### src/rtl/mem_arbiter_pkg.sv
// Shared definitions for the instruction-fetch / load-store memory arbiter.
//   owner_e         : which port owns the read data returning next cycle
//   DEF_STREAK_MAX  : default cap on consecutive contended load/store grants
package mem_arbiter_pkg;

   localparam int unsigned DEF_STREAK_MAX = 4;

   typedef enum logic [1:0] {
      OWN_NONE = 2'd0,
      OWN_IF   = 2'd1,
      OWN_LS   = 2'd2
   } owner_e;

endpackage

### src/rtl/mem_arbiter.sv
// Two-port arbiter in front of a single-ported synchronous memory.
// Load/store normally wins contention; fetch is forced through after
// STREAK_MAX consecutive contended load/store grants.
//
// Ports:
//   clk, rst_n                    clock, async active-low reset
//   if_req/if_addr/if_flush       fetch request, word address, cancel pending data
//   if_gnt/if_rvalid/if_rdata     fetch accept, read data valid, read data
//   ls_req/ls_we/ls_be/ls_addr/ls_wdata  load/store request side
//   ls_gnt/ls_rvalid/ls_rdata     load/store accept, load data valid, load data
//   mem_addr/mem_wdata/mem_wes    memory address, write data, per-lane write enables
//   mem_rdata                     registered memory read data (1-cycle latency)
//
// Read owner register:
//   state    | meaning
//   OWN_NONE | no read data returns next cycle
//   OWN_IF   | returning data belongs to the fetch port
//   OWN_LS   | returning data belongs to a load
module mem_arbiter
   import mem_arbiter_pkg::*;
#(
   parameter int M_WIDTH    = 32,
   parameter int A_WIDTH    = 30,
   parameter int STREAK_MAX = DEF_STREAK_MAX
) (
   input  logic                 clk,
   input  logic                 rst_n,

   input  logic                 if_req,
   input  logic [A_WIDTH-1:0]   if_addr,
   input  logic                 if_flush,
   output logic                 if_gnt,
   output logic                 if_rvalid,
   output logic [M_WIDTH-1:0]   if_rdata,

   input  logic                 ls_req,
   input  logic                 ls_we,
   input  logic [M_WIDTH/8-1:0] ls_be,
   input  logic [A_WIDTH-1:0]   ls_addr,
   input  logic [M_WIDTH-1:0]   ls_wdata,
   output logic                 ls_gnt,
   output logic                 ls_rvalid,
   output logic [M_WIDTH-1:0]   ls_rdata,

   output logic [A_WIDTH-1:0]   mem_addr,
   output logic [M_WIDTH-1:0]   mem_wdata,
   output logic [M_WIDTH/8-1:0] mem_wes,
   input  logic [M_WIDTH-1:0]   mem_rdata
);

   localparam int SW = (STREAK_MAX < 1) ? 1 : $clog2(STREAK_MAX + 1);
   localparam logic [SW-1:0] STREAK_TOP = SW'(STREAK_MAX);

   logic [SW-1:0] streak;
   logic [SW-1:0] streak_nxt;
   owner_e        owner;
   owner_e        owner_nxt;
   logic          flush_pend;
   logic          fetch_forced;

   // Grants are purely combinational so they keep working during reset;
   // only the write strobes are gated by rst_n.
   always_comb begin
      fetch_forced = if_req && (streak == STREAK_TOP);
      ls_gnt       = ls_req && !fetch_forced;
      if_gnt       = if_req && !ls_gnt;
   end

   assign mem_addr  = ls_gnt ? ls_addr : if_addr;
   assign mem_wdata = ls_wdata;
   assign mem_wes   = (ls_gnt && ls_we && rst_n) ? ls_be : '0;

   // Streak only counts grants that actually made fetch wait.
   always_comb begin
      streak_nxt = streak;
      if (!if_req || if_gnt) begin
         streak_nxt = '0;
      end else if (ls_gnt && (streak != STREAK_TOP)) begin
         streak_nxt = streak + SW'(1);
      end
   end

   // Store grants return nothing, so they leave the owner at NONE.
   always_comb begin
      owner_nxt = OWN_NONE;
      if (if_gnt) begin
         owner_nxt = OWN_IF;
      end else if (ls_gnt && !ls_we) begin
         owner_nxt = OWN_LS;
      end
   end

   always_ff @(posedge clk or negedge rst_n) begin
      if (!rst_n) begin
         streak     <= '0;
         owner      <= OWN_NONE;
         flush_pend <= 1'b0;
      end else begin
         streak     <= streak_nxt;
         owner      <= owner_nxt;
         flush_pend <= if_flush;
      end
   end

   // A flush kills whatever fetch data arrives on the following cycle,
   // including data for a fetch granted in the same cycle as the flush.
   assign if_rvalid = (owner == OWN_IF) && !flush_pend;
   assign ls_rvalid = (owner == OWN_LS);
   assign if_rdata  = mem_rdata;
   assign ls_rdata  = mem_rdata;

endmodule

### config.mk
export PLATFORM = sky130hd
export DESIGN_NAME = mem_arbiter
export DESIGN_NICKNAME = d
export VERILOG_FILES = /design/src/rtl/mem_arbiter_pkg.sv /design/src/rtl/mem_arbiter.sv
export SDC_FILE = /design/constraint.sdc
export NUM_CORES = 1
export LEC_CHECK = 0
export ABC_AREA = 1
export CAP_MARGIN = 40
export CORE_AREA = 4 4 102 104
export DETAILED_ROUTE_END_ITERATION = 8
export DIE_AREA = 0 0 106 108
export PLACE_DENSITY = 0.75
export SLEW_MARGIN = 10
export SYNTH_ARGS = -nofsm -noshare
export SYNTH_HDL_FRONTEND = slang
export SYNTH_SLANG_ARGS = --single-unit
### constraint.sdc
create_clock -name clk -period 2 [get_ports clk]
set_clock_uncertainty 0.15 [all_clocks]
set_input_delay 0.3 -clock clk [delete_from_list [all_inputs] [get_ports clk]]
set_output_delay 0.3 -clock clk [all_outputs]
set_load 0.02 [all_outputs]
==> results of run 1 <==
-- cells by family after synthesis --
logic type	after synthesis
simple gates	107
buf+inv	117
xor+xnor	1
flops	6
fa+ha+maj	2
-- per-stage QoR --
step	total power, mW	hold WS, ps	setup TNS, ps	setup slack, ps
after global placement	0.570	357	-17330	-551
final	0.795	247	-6.52	-6.52
after global routing	0.839	259	-597	-65.9
after floorplan	0.574	-146	0	281
after detailed placement	0.575	377	-17610	-573
after CTS	0.713	242	-334	-80.3
-- state kept, by name, indices dropped and copies added, names as in the netlist --
name        count
streak          3
owner           2
flush_pend      1
-- power groups by stage --
stage,registers [mW],clock network [mW],logic (mW)
6_report,0.130,0.175,0.491
5_1_grt,0.130,0.185,0.524
4_1_cts,0.129,0.181,0.403
3_5_place_dp,0.131,0,0.445
3_3_place_gp,0.130,0,0.439
2_1_floorplan,0.131,0,0.444
-- what timing repair did --
item / 4_1_cts / 5_1_grt
buffers inserted: 0 / 9
setup endpoints to repair: 36 / 33
gates cloned: 0 / 3
gates resized for setup: 140 / 83
pin swaps: 0 / 6
-- critical path, delay by kind of cell, from the launching register on --
family | cells | cell delay [ps]
adders and majority gates | 1 | 160
buffers and inverters | 4 | 470
DFF | 1 | 350
and+or+nand+nor | 4 | 340
-- area by class of cell --
type	count	area (um^2)	share of cell area (%)
repair buffers	134	1330	57.2
multi-input cells	110	593	25.5
well taps	133	166	7.17
flip-flops and latches	6	150	6.47
inverters	11	43.8	1.89
clock buffers	3	41.3	1.78
-- per-layer routing --
layer / global-route usage, % / up-vias / wire length, um
met5: 0 / - / 0
met2: 14.3 / 100 / 2780
met4: 5.00 / 0 / 171
li1: - / 680 / -
met3: 3.40 / 34 / 696
met1: 6.85 / 665 / 1840
-- how the worst max path moves through the flow --
| stage | depth (start not counted) | endpoint | slack, ps |
|---|---|---|---|
| after global placement | 5 | mem_addr[5] | -550 |
| after detailed placement | 5 | mem_addr[1] | -570 |
| final | 9 | mem_addr[20] | -7 |
| after global routing | 9 | mem_addr[25] | -70 |
| after floorplan | 6 | if_gnt | 280 |
| after CTS | 7 | mem_addr[1] | -80 |
-- layout by cell type, fill, tap and decap left out, types with 2 or more instances in the layout --
cell                              Yosys  routed
sky130_fd_sc_hd__clkdlybuf4s50_1      0      69
sky130_fd_sc_hd__inv_2                0       2
sky130_fd_sc_hd__nor2_1              11      10
sky130_fd_sc_hd__clkbuf_8             0       3
sky130_fd_sc_hd__buf_6                2      22
sky130_fd_sc_hd__buf_2                7       7
sky130_fd_sc_hd__buf_4               96      29
sky130_fd_sc_hd__clkbuf_16            0       3
sky130_fd_sc_hd__nand3_1             32      31
sky130_fd_sc_hd__nand2_2              9      22
sky130_fd_sc_hd__nand2_1             53      39
sky130_fd_sc_hd__dfrtp_1              6       6
sky130_fd_sc_hd__inv_1               11       8
sky130_fd_sc_hd__buf_12               0       2
==> results.sh, run 1 <==
export IMPL_outcome="complete, but fails checks"
export IMPL_failed_checks="setup timing"
export IMPL_finalSetupViolations=1
export IMPL_share_comb_of_total_power_pct=61.7
export IMPL_placement_cell_area_mm2=0.00208
export IMPL_firstDrtPassIters=4
export IMPL_core_area_mm2=0.00955
export IMPL_tritoncts="yes"
export IMPL_period_minus_slack_ps=2010
export IMPL_post_route_cells_drive_above_1_share_pct=36.7
export IMPL_detail_route_vias_per_cell=3.73
export IMPL_wire_per_inst_um=13.8
export IMPL_placement_io_buffers=107
export IMPL_cellInternalPower_mw=0.535
export IMPL_r2r_start="streak[1]"
export IMPL_ff2ff_setup_slack_ps=540
export IMPL_detail_route_wirelength_um=5480
export IMPL_antenna_diode_count=0
export IMPL_ys_seq_area_share_pct=10.0
export IMPL_clock_power_share_pct=22.0
export IMPL_synthArstFlopShare_pct=100
export IMPL_die_width_um=106
export IMPL_route_detailed_drc=0
export IMPL_synth_top_family_by_area="buffers and inverters"
export IMPL_finalCritPeriodShare_pct=100
export IMPL_maxClockFrequency_mhz=498
export IMPL_synth_warning_count=0
export IMPL_critical_path_most_common_cell="sky130_fd_sc_hd__nand2_2"
export IMPL_detail_route_antenna_nets=0
export IMPL_dp_final_hpwl_um=4280
export IMPL_place_inst=382
export IMPL_synth_top_area_share_pct=48.2
export IMPL_cts_htree_levels=1
export IMPL_cts_root_buffer_cell="sky130_fd_sc_hd__clkbuf_8"
export IMPL_via_count_of_the_first_global_routing_pass=1481
export IMPL_critical_path_class="register to primary output"
export IMPL_die_height_um=108
export IMPL_regToRegEndpoint="owner[0]"
export IMPL_grt_max_degree=20
export IMPL_die_area_mm2=0.0114
export IMPL_timing_worst_slew_pin_value_ps=410
export IMPL_grt_antenna_before_repair=0
export IMPL_timing_final_max_slew_violations=0
export IMPL_clock_path_buffers=2
export IMPL_gr_usage_total_pct=7.75
export IMPL_worst_setup_startpoint="streak[1]"
export IMPL_synth_main_ff_cell="sky130_fd_sc_hd__dfrtp_1"
export IMPL_grt_overflow=0
export IMPL_timing_critical_path_required_ps=1550
export IMPL_grt_setup_unrepaired="yes"
export IMPL_timing_final_hold_violations=0
export IMPL_worst_setup_hold_path_clk_slew_ps=30
export IMPL_synthAdderAreaFrac_pct=1.67
export IMPL_synth_compound_area_share_pct=0
export IMPL_power_per_cell_area_mw_per_mm2=342
export IMPL_post_synth_instance_area_mm2=0.00150
export IMPL_areaGrowthSynthToFinish_pct=55.2
export IMPL_synthSimpleGateAreaFrac_pct=31.9
export IMPL_final_core_utilization_pct=24.3
export IMPL_initial_core_util_pct=15.7
export IMPL_grt_pass1_wl_um=7090
export IMPL_timing_slew_headroom_pct=72.7
export IMPL_power_switching_mw=0.260
export IMPL_worst_path_max_fanout=5
export IMPL_cts_num_sinks=6
export IMPL_synth_ff_latch_count=6
export IMPL_drt_initial_drc_count=63
export IMPL_number_of_flops_mapped_to_enable_cells_by_yosys=0
export IMPL_synth_top_cell_by_area="sky130_fd_sc_hd__buf_4"
export IMPL_avgSynthCellArea_um2=6.42
export IMPL_final_design_area_no_fill_mm2=0.00232
export IMPL_setup_ws_ps=-6.52
export IMPL_crit_path_top_delay_cell="sky130_fd_sc_hd__dfrtp_1"
export IMPL_yosys_area_share_xor_xnor_pct=0.585
export IMPL_critical_path_arrival_ps=1560
export IMPL_share_seq_of_total_power_pct=16.3
export IMPL_io_pins=268
export IMPL_most_frequent_cells_after_synthesis="96 x sky130_fd_sc_hd__buf_4, 53 x sky130_fd_sc_hd__nand2_1, 32 x sky130_fd_sc_hd__nand3_1, 11 x sky130_fd_sc_hd__inv_1, 11 x sky130_fd_sc_hd__nor2_1"
export IMPL_worstSetupStartpointType="register"
export IMPL_insertion_delay_ps=220
export IMPL_fp_row_count=36
export IMPL_synth_mux_area_fraction_pct=0
export IMPL_place_congestion=0.652
export IMPL_ys_types=14
export IMPL_worst_setup_path_end_kind="primary output"
export IMPL_reg2reg_depth=8
export IMPL_synth_nets=369
export IMPL_num_vias=1479
export IMPL_hold_fix_buffers_at_cts=0
export IMPL_netlist_top_cells_area="sky130_fd_sc_hd__buf_4 48%, sky130_fd_sc_hd__nand2_1 13%, sky130_fd_sc_hd__nand3_1 11%"
export IMPL_filler_cell_count=1069
export IMPL_layoutNonFillerInstCount=397
export IMPL_slowest_delay_ps=350
export IMPL_hp_class="input pin to async pin"
export IMPL_max_cap_viol_count=0
export IMPL_critical_path_cell_chain="inv_2 > ha_4 > nand3_4 > nand2_8 > buf_12 > buf_4 > nand2_2 > nand2_2 > buf_6"
export IMPL_yosys_cell_count_top_type="sky130_fd_sc_hd__buf_4"
export IMPL_leakage_nw=1.12
export IMPL_worst_ir_drop_vdd_uv=143
export IMPL_netlist_instances=233
export IMPL_cts_buffers_inserted=3
export IMPL_final_net_count=402
export IMPL_netSwitchingFraction_pct=32.7
(Power assumes the default switching activity.)
==> run 2, diff against run 1 <==
--- a/config.mk
+++ b/config.mk
@@ -10,6 +10,7 @@
 export CORE_AREA = 4 4 102 104
 export DETAILED_ROUTE_END_ITERATION = 8
 export DIE_AREA = 0 0 106 108
+export GPL_ROUTABILITY_DRIVEN = 0
 export PLACE_DENSITY = 0.75
 export SLEW_MARGIN = 10
 export SYNTH_ARGS = -nofsm -noshare
==> results of run 2 <==
No change in the layout: final DEF, timing and power equal those of run 1.
==> run 3, diff against run 2 <==
--- a/config.mk
+++ b/config.mk
@@ -11,7 +11,7 @@
 export DETAILED_ROUTE_END_ITERATION = 8
 export DIE_AREA = 0 0 106 108
 export GPL_ROUTABILITY_DRIVEN = 0
-export PLACE_DENSITY = 0.75
+export PLACE_DENSITY = 0.77
 export SLEW_MARGIN = 10
 export SYNTH_ARGS = -nofsm -noshare
 export SYNTH_HDL_FRONTEND = slang
==> constraint.sdc (replaced) <==
create_clock -name clk -period 1.75 [get_ports clk]
set_clock_uncertainty 0.15 [all_clocks]
set_input_delay 0.2625 -clock clk [delete_from_list [all_inputs] [get_ports clk]]
set_output_delay 0.2625 -clock clk [all_outputs]
set_load 0.02 [all_outputs]
==> run 3 against run 2 <==
- the run still ends with setup timing left
- sequential share of layout area down 0.21 points
- cell area up 3.3%
- final cell count down 2.0%
- sequential cell count unchanged
==> results.sh, run 3 (synthesized netlist as in run 1, its figures left out) <==
export IMPL_outcome="complete, but fails checks"
export IMPL_failed_checks="setup timing"
export IMPL_timing_final_hold_violations=0
export IMPL_placement_io_buffers=107
export IMPL_worstSetupStartpointType="register"
export IMPL_setup_ws_ps=-156
export IMPL_leakage_nw=1.14
export IMPL_placement_cell_area_mm2=0.00209
export IMPL_wire_per_inst_um=14.5
export IMPL_grt_pass1_wl_um=7580
export IMPL_areaGrowthSynthToFinish_pct=60.3
export IMPL_detail_route_antenna_nets=0
export IMPL_die_width_um=106
export IMPL_via_count_of_the_first_global_routing_pass=1478
export IMPL_slowest_delay_ps=390
export IMPL_critical_path_cell_chain="inv_2 > ha_4 > nand3_4 > buf_6 > buf_12 > nand3_1 > nand2_1 > buf_4"
export IMPL_critical_path_class="register to primary output"
export IMPL_power_per_cell_area_mw_per_mm2=390
export IMPL_finalSetupViolations=35
export IMPL_biggest_registers_after_layout="streak: 3 flops, owner: 2 flops, flush_pend: 1 flops"
export IMPL_grt_overflow=0
export IMPL_grt_setup_unrepaired="yes"
export IMPL_grt_antenna_before_repair=0
export IMPL_timing_final_max_slew_violations=0
export IMPL_final_design_area_no_fill_mm2=0.00240
export IMPL_drt_initial_drc_count=38
export IMPL_worst_setup_hold_path_clk_slew_ps=40
export IMPL_die_height_um=108
export IMPL_crit_path_top_delay_cell="sky130_fd_sc_hd__dfrtp_1"
export IMPL_core_area_mm2=0.00955
export IMPL_commonest_non_fill_non_tap_cell_in_the_layout="sky130_fd_sc_hd__clkdlybuf4s50_1"
export IMPL_insertion_delay_ps=230
export IMPL_max_cap_viol_count=0
export IMPL_timing_worst_slew_pin_value_ps=227
export IMPL_initial_core_util_pct=15.7
export IMPL_final_net_count=394
export IMPL_hold_fix_buffers_at_cts=0
export IMPL_finalCritPeriodShare_pct=109
export IMPL_detail_route_wirelength_um=5650
export IMPL_cts_num_sinks=6
export IMPL_timing_slew_headroom_pct=84.8
export IMPL_timing_critical_path_required_ps=1340
export IMPL_dp_final_hpwl_um=4300
export IMPL_period_minus_slack_ps=1910
export IMPL_commonest_cells_after_routing_fill_and_taps_aside="68 x sky130_fd_sc_hd__clkdlybuf4s50_1, 32 x sky130_fd_sc_hd__nand2_1, 31 x sky130_fd_sc_hd__buf_6"
export IMPL_largest_reg_flops=3
export IMPL_io_pins=268
export IMPL_cts_buffers_inserted=3
export IMPL_die_area_mm2=0.0114
export IMPL_detail_route_vias_per_cell=3.67
export IMPL_route_detailed_drc=0
export IMPL_cts_htree_levels=1
export IMPL_cts_root_buffer_cell="sky130_fd_sc_hd__clkbuf_8"
export IMPL_worst_setup_path_end_kind="primary output"
export IMPL_post_route_cells_drive_above_1_share_pct=40.6
export IMPL_antenna_diode_count=0
export IMPL_fp_row_count=36
export IMPL_gr_usage_total_pct=8.57
export IMPL_maxClockFrequency_mhz=525
export IMPL_firstDrtPassIters=5
export IMPL_tritoncts="yes"
export IMPL_clock_path_buffers=2
export IMPL_worst_path_max_fanout=17
export IMPL_top_register="streak"
export IMPL_grt_max_degree=18
export IMPL_worst_ir_drop_vdd_uv=142
export IMPL_num_vias=1427
export IMPL_hp_class="input pin to async pin"
export IMPL_total_power_mw=0.936
export IMPL_critical_path_arrival_ps=1490
[run 3: changes by cell type in the layout (fill, tap and decap cells not counted), sizes merged]
cell	previous run	this run
dlymetal6s2s	1	2
clkdlybuf4s50	69	68
clkbuf	6	4
buf	60	54
[run 3: critical path, delay by kind of cell, from the launching register on]
| kind | cells | cell delay, ps |
|---|---|---|
| buffers and inverters | 4 | 510 |
| AND/OR/NAND/NOR | 3 | 220 |
| flip-flops | 1 | 390 |
| adder cells (fa/ha/maj) | 1 | 130 |
[run 3: per-stage QoR]
stage	util (%)	std cells	setup WS [ps]	hold slack, ps	setup TNS, ps
floorplan	-	233	68.1	-183	0
global placement	21.9	380	-606	356	-20540
detailed placement	21.9	380	-627	368	-20730
CTS	23.2	387	-221	193	-6100
global route	25.1	389	-240	211	-6610
finish	25.1	389	-156	197	-4200
[run 3: area by class of cell]
| class | instances | area (um^2) |
|---|---|---|
| fill | 1079 | 7150 |
| timing repair buffer | 126 | 1330 |
| multi-input combinational | 110 | 671 |
| tap | 133 | 166 |
| sequential | 6 | 150 |
| inverter | 11 | 43.8 |
| clock buffer | 3 | 41.3 |
[run 3: per-layer routing]
layer	up-vias	global-route usage, %	wire length (um)
met5	-	0	0
li1	665	-	-
met4	0	7.59	403
met1	610	7.54	1770
met2	98	14.8	2750
met3	54	3.94	717
[run 3: path summary, 6_finish.rpt]
path                       startpoint           to  slack [ps]  depth (start not counted)
min in group clk             if_flush   flush_pend         350                          1
max reg2reg                 streak[1]    streak[1]         400                          6
max in group asynchronous       rst_n     owner[1]        1140                          2
max                         streak[1]  mem_addr[3]        -160                          8
min reg2reg                 streak[0]    streak[0]         480                          3
min                             rst_n    streak[1]         200                          2
[run 3: repair_timing]
action,4_1_cts,5_1_grt
endpoints found under the setup margin,37,37
gates cloned,1,1
buffers inserted,3,2
gates resized for setup,210,50
pin swaps,4,6
endpoints found under the hold margin,0,0
[run 3: power breakdown]
group / internal (mW) / total, mW / switching (mW)
Sequential: 0.145 / 0.148 / 0.00301
Combinational: 0.329 / 0.576 / 0.248
Clock: 0.148 / 0.211 / 0.0630
